==> src/rtl/overdrive_sequencer_pkg.sv <==
// Shared effects package: sequencer FSM states and the fixed-point unity constant.
package overdrive_sequencer_pkg;

    typedef enum logic [1:0] {
        IDLE = 2'd0,
        SQ   = 2'd1,
        CU   = 2'd2,
        OUT  = 2'd3
    } state_e;

    localparam int DEFAULT_BITS_PER_LEVEL = 12;

    // Unity in a fixed-point format with bpl fractional bits.
    function automatic longint fxp_one(input int bpl);
        return longint'(1) << bpl;
    endfunction

    localparam longint ONE = fxp_one(DEFAULT_BITS_PER_LEVEL);

endpackage

==> src/rtl/overdrive_sequencer_fixed_multiply.sv <==
// Signed fixed-point multiply: full-width product, rescaled by the fractional bits.
module fixed_multiply #(
    parameter int bits_per_level = 12,
    parameter int fxp_size       = 32
) (
    input  logic signed [fxp_size-1:0] i_a,
    input  logic signed [fxp_size-1:0] i_b,
    output logic signed [fxp_size-1:0] o_p
);

    logic signed [2*fxp_size-1:0] full_prod;

    always_comb begin
        full_prod = (2*fxp_size)'(i_a) * (2*fxp_size)'(i_b);
        o_p       = fxp_size'(full_prod >>> bits_per_level);
    end

endmodule

==> src/rtl/overdrive_sequencer.sv <==
// Two-channel round-robin soft-clip sequencer: y = (3x - x^3)/2 using one shared multiplier.
module overdrive_sequencer
    import overdrive_sequencer_pkg::*;
#(
    parameter int bits_per_level = 12,
    parameter int fxp_size       = 32
) (
    input  logic                i_clk,
    input  logic                i_rst,
    input  logic                i_enable,
    input  logic                i_valid0,
    input  logic                i_valid1,
    input  logic [fxp_size-1:0] i_sample0,
    input  logic [fxp_size-1:0] i_sample1,
    output logic                o_ready0,
    output logic                o_ready1,
    output logic                o_valid,
    output logic [fxp_size-1:0] o_sample,
    output logic                o_channel,
    input  logic                i_ready
);

    localparam logic signed [fxp_size-1:0] one_c = fxp_size'(fxp_one(bits_per_level));

    state_e state_q, state_d;
    logic signed [fxp_size-1:0] x_q, x_d;
    logic signed [fxp_size-1:0] sq_q, sq_d;
    logic signed [fxp_size-1:0] cu_q, cu_d;
    logic ch_q, ch_d;
    logic en_q, en_d;
    logic last_q, last_d;

    logic grant_valid;
    logic grant_ch;
    logic ready0;
    logic ready1;
    logic signed [fxp_size-1:0] mul_a;
    logic signed [fxp_size-1:0] mul_b;
    logic signed [fxp_size-1:0] mul_p;
    logic signed [fxp_size+1:0] three_x;
    logic signed [fxp_size+1:0] diff;
    logic signed [fxp_size-1:0] result;

    // On a tie the channel not served last wins; a lone requester always wins.
    always_comb begin
        grant_valid = i_valid0 | i_valid1;
        grant_ch    = (i_valid0 & i_valid1) ? ~last_q : i_valid1;
    end

    always_comb begin
        mul_a = x_q;
        mul_b = x_q;
        if (state_q == CU) begin
            mul_a = sq_q;
        end
    end

    fixed_multiply #(
        .bits_per_level(bits_per_level),
        .fxp_size      (fxp_size)
    ) u_mul (
        .i_a(mul_a),
        .i_b(mul_b),
        .o_p(mul_p)
    );

    always_comb begin
        three_x = ((fxp_size+2)'(x_q) <<< 1) + (fxp_size+2)'(x_q);
        diff    = three_x - (fxp_size+2)'(cu_q);
        result  = fxp_size'(diff >>> 1);
        if (!en_q) begin
            result = x_q;
        end else if (x_q >= one_c) begin
            result = one_c;
        end else if (x_q <= -one_c) begin
            result = -one_c;
        end
    end

    always_comb begin
        state_d = state_q;
        x_d     = x_q;
        sq_d    = sq_q;
        cu_d    = cu_q;
        ch_d    = ch_q;
        en_d    = en_q;
        last_d  = last_q;
        ready0  = 1'b0;
        ready1  = 1'b0;
        unique case (state_q)
            IDLE: begin
                if (grant_valid) begin
                    ready0  = ~grant_ch;
                    ready1  = grant_ch;
                    x_d     = grant_ch ? i_sample1 : i_sample0;
                    ch_d    = grant_ch;
                    en_d    = i_enable;
                    last_d  = grant_ch;
                    state_d = SQ;
                end
            end
            SQ: begin
                sq_d    = mul_p;
                state_d = CU;
            end
            CU: begin
                cu_d    = mul_p;
                state_d = OUT;
            end
            OUT: begin
                if (i_ready) begin
                    state_d = IDLE;
                end
            end
            default: state_d = IDLE;
        endcase
    end

    // Outputs are forced low while reset is held so nothing partial escapes.
    always_comb begin
        o_ready0  = ready0 & ~i_rst;
        o_ready1  = ready1 & ~i_rst;
        o_valid   = (state_q == OUT) & ~i_rst;
        o_sample  = o_valid ? result : '0;
        o_channel = o_valid & ch_q;
    end

    always_ff @(posedge i_clk) begin
        if (i_rst) begin
            state_q <= IDLE;
            x_q     <= '0;
            sq_q    <= '0;
            cu_q    <= '0;
            ch_q    <= 1'b0;
            en_q    <= 1'b0;
            last_q  <= 1'b1;
        end else begin
            state_q <= state_d;
            x_q     <= x_d;
            sq_q    <= sq_d;
            cu_q    <= cu_d;
            ch_q    <= ch_d;
            en_q    <= en_d;
            last_q  <= last_d;
        end
    end

endmodule

==> config.mk <==
export PLATFORM = sky130hd
export DESIGN_NAME = overdrive_sequencer
export DESIGN_NICKNAME = d
export VERILOG_FILES = /design/src/rtl/overdrive_sequencer_pkg.sv /design/src/rtl/overdrive_sequencer_fixed_multiply.sv /design/src/rtl/overdrive_sequencer.sv
export SDC_FILE = /design/constraint.sdc
export NUM_CORES = 2
export LEC_CHECK = 0
export BUFFER_PORTS_ARGS = -buffer_cell sky130_fd_sc_hd__buf_2
export CAP_MARGIN = 20
export CORE_AREA = 2 2 210 367
export DETAILED_ROUTE_END_ITERATION = 8
export DIE_AREA = 0 0 212 369
export SYNTH_ARGS = -nofsm -noshare
export SYNTH_HDL_FRONTEND = slang
export SYNTH_HIERARCHICAL = 1
export SYNTH_SLANG_ARGS = --single-unit
==> constraint.sdc <==
create_clock -name i_clk -period 7.7 [get_ports i_clk]
set_input_delay 1.54 -clock i_clk [delete_from_list [all_inputs] [get_ports i_clk]]
set_output_delay 1.54 -clock i_clk [all_outputs]
set_load 0.02 [all_outputs]
==> impl_metrics.csv <==
group,metric,value,unit
setup_path,r2r_setup_slack,-0.25,ns
flow_run,drv_cap,0,
floorplan,dieArea,0.0782,mm²
floorplan,row_count,133,
setup_path,crit_path_max_incr_delay,0.58,ns
setup_path,cp.arrival,8.18,ns
synthesis,ys_async_sr_fraction,0,
sta,max_freq,126,MHz
synthesis,syn_area_per_cell,8.89,µm²
synthesis,synth-seq-cells,101,
setup_path,critPathBufInv,7,
hold_path,hold_start,"ch_q",
routing,via_per_inst,5.22,
hold_path,min_to,"ch_q",
global_route,antenna_found_initial,1,
routing,ant_nets,0,
sta,finalHoldViolCount,0,
finish,fin_cells,5099,
finish,area_delta_synth_final,17.7,%
setup_path,cp_slowest_cell,"fa_1",
outcome,status,"complete, but fails checks",
place,placed_area,0.0377,mm²
sta,worst_slack,-0.253,ns
floorplan,die_h,369,µm
synthesis,ys_seq_area_frac,0.0602,
hold_path,hold-path-cell-count,2,
synthesis,synthTopCellsByCount,"inv_1, fa_1, nand2_1",
sta,setup_viol,30,
routing,via_count,26600,
place,pre_cts_ws,-0.452,ns
cts,cts-root-buf,"clkbuf_16",
setup_path,reg2reg_depth,29,
synthesis,synth_fp_nets,4816,
routing,initialDrtViolationCount,1254,
global_route,grt_first_pass_wirelength,167,mm
cts,cts_buffers,9,
sta,slew_viol_final,0,
outcome,violations,"negative setup slack",
synthesis,netlist_instances,3775,
sta,finalCritPeriodShare,1.03,
setup_path,cp_max_fo,6,
synthesis,synth_top_area_frac,0.464,
setup_path,cpMostUsedCell,"fa_1",
setup_path,path_depth,29,
routing,post-route-drc-count,0,
floorplan,core_area,0.0751,mm²
synthesis,ys_types,80,
sta,finalClockSkew,0.0159,ns
finish,postLayoutCellArea,0.0395,mm²
sta,holdWs,0.487,ns
finish,fill_cells,7081,
setup_path,r2r-start,"state_q[0]",
finish,final_nets,5123,
synthesis,synth_flop_cell,"dfxtp_1",
cts,cts_tree,"done",
setup_path,rr_endpoint,"cu_q[29]",
place,globalplace.congestion,0.935,
hold_path,hold_class,"reg2reg",
routing,wire_per_inst,21.7,µm
cts,cts_sinks,101,
cts,clock_latency,0.36,ns
setup_path,startpoint_type,"register",
finish,drive_above_1_share,0.171,
setup_path,path_class,"reg2reg",
global_route,grt_pass1_vias,29400,
setup_path,critPathTopFamily,"adder cells",
floorplan,floorplan.initialDensity,0.447,
global_route,grt_overflow,0,
synthesis,yosysMostFrequentCell,"inv_1",
place,hpwl,90.7,mm
global_route,grt_max_degree,55,
routing,drtPass1Iterations,8,
setup_path,required,7.93,ns
sta,slew_headroom,0.369,
routing,drt_wl_total,111,mm
floorplan,fp.dieW,212,µm
floorplan,io_pins,106,
cts,clk_pin_slew,0.08,ns
synthesis,syn_area,0.0336,mm²
setup_path,end_kind,"register",
place,port_buffers,105,
synthesis,synth_area_leaders,"fa_1, inv_1, and2_1",
cts,cts_buffer_depth,2,
synthesis,yosysTopAreaCell,"fa_1",
global_route,grt_use_total,0.288,
cts,holdBufCountCts,0,
synthesis,synth-edff-count,0,
synthesis,yosysWarningCount,6,
cts,htree_levels,3,
place,dp_cells,5023,
sta,worstMarginPinSlew,0.945,ns
sta,rsz0062_at_grt,"yes",
sta,min_period,7.95,ns
==> placed cells by master (no fill, tap or decap), types with 12 or more instances in the layout <==
cell type	Yosys	final
nor2_1	145	143
xor2_1	34	29
nand2_1	481	471
o21ai_4	0	16
buf_2	4	104
buf_4	1	318
nand2b_1	16	16
a21oi_2	6	12
inv_1	846	837
dfxtp_1	101	100
o21ai_1	14	24
xnor2_1	71	63
nor3_1	14	13
a21oi_1	57	49
o21ai_0	66	30
ha_1	194	176
ha_4	0	14
mux2i_1	88	87
a21o_1	31	30
and2_1	440	431
buf_12	0	53
a211oi_1	20	20
fa_2	0	36
nand3_1	14	13
nand4_1	14	14
fa_1	777	741
a22oi_1	13	13
clkbuf_16	0	14
==> sequential cells by signal, indices dropped and copies added, names as in the netlist <==
register,cells
cu_q,32
en_q,1
ch_q,1
state_q,2
last_q,1
mul_b,32
sq_q,32
==> kinds of logic after synthesis <==
family | Yosys count | synth area share
flops | 101 | 0.0602
fa+ha+maj | 971 | 0.536
simple gates | 1168 | 0.171
xor+xnor | 105 | 0.0274
buf+inv | 1048 | 0.118
mux | 89 | 0.0266
compound gates | 293 | 0.0608
==> timing repair <==
action                                  CTS  global route
setup buffers                            26            26
endpoints found under the setup margin   56            56
resized for setup                        93            87
pin swaps                                77            69
cloned                                    1             5
==> layer usage <==
layer	vias to the layer above	routed length (µm)	track usage
met3	404	3710	0.0249
met5	-	27	0
met2	826	60200	0.548
met1	13700	33400	0.271
li1	11700	-	-
met4	4	13400	0.252
==> through the flow <==
stage	util	TNS, ns
3_5_place_dp	0.503	-11.72
2_1_floorplan	-	-0.0438
3_3_place_gp	0.503	-9.13
4_1_cts	0.516	-3.09
5_1_grt	0.526	-11.34
6_report	0.526	-3.67
==> worst max-delay path by stage <==
| stage | from | end | slack, ns |
|---|---|---|---|
| 3_5_place_dp | state_q[0] | cu_q[29] | -0.45 |
| 4_1_cts | state_q[0] | cu_q[29] | -0.23 |
| 2_1_floorplan | state_q[0] | cu_q[29] | -0.03 |
| 5_1_grt | state_q[0] | sq_q[29] | -0.46 |
| 6_report | state_q[0] | cu_q[29] | -0.25 |
| 3_3_place_gp | state_q[0] | sq_q[23] | -0.39 |
==> worst reg2reg max path, delay by kind of cell (launching register included) <==
family	cells	cell delay (ns)
flops	1	0.34
simple gates	5	1.28
xor+xnor	1	0.10
fa+ha+maj	10	4.36
buf+inv	7	0.58
compound gates	5	0.99
mux	1	0.18
==> cell type report <==
class | instances | area [µm²] | area share
multi-input combinational | 2626 | 28400 | 0.720
timing repair buffer | 496 | 4300 | 0.109
inverter | 848 | 3190 | 0.0807
sequential | 101 | 2020 | 0.0512
tap | 1012 | 1270 | 0.0321
clock buffer | 9 | 225 | 0.00570
clock inverter | 6 | 56.3 | 0.00143
antenna | 1 | 2.50 | 0.0000633
Power is not shown: default switching activity piles up to over one toggle a cycle in this logic, so the estimate is an artifact.
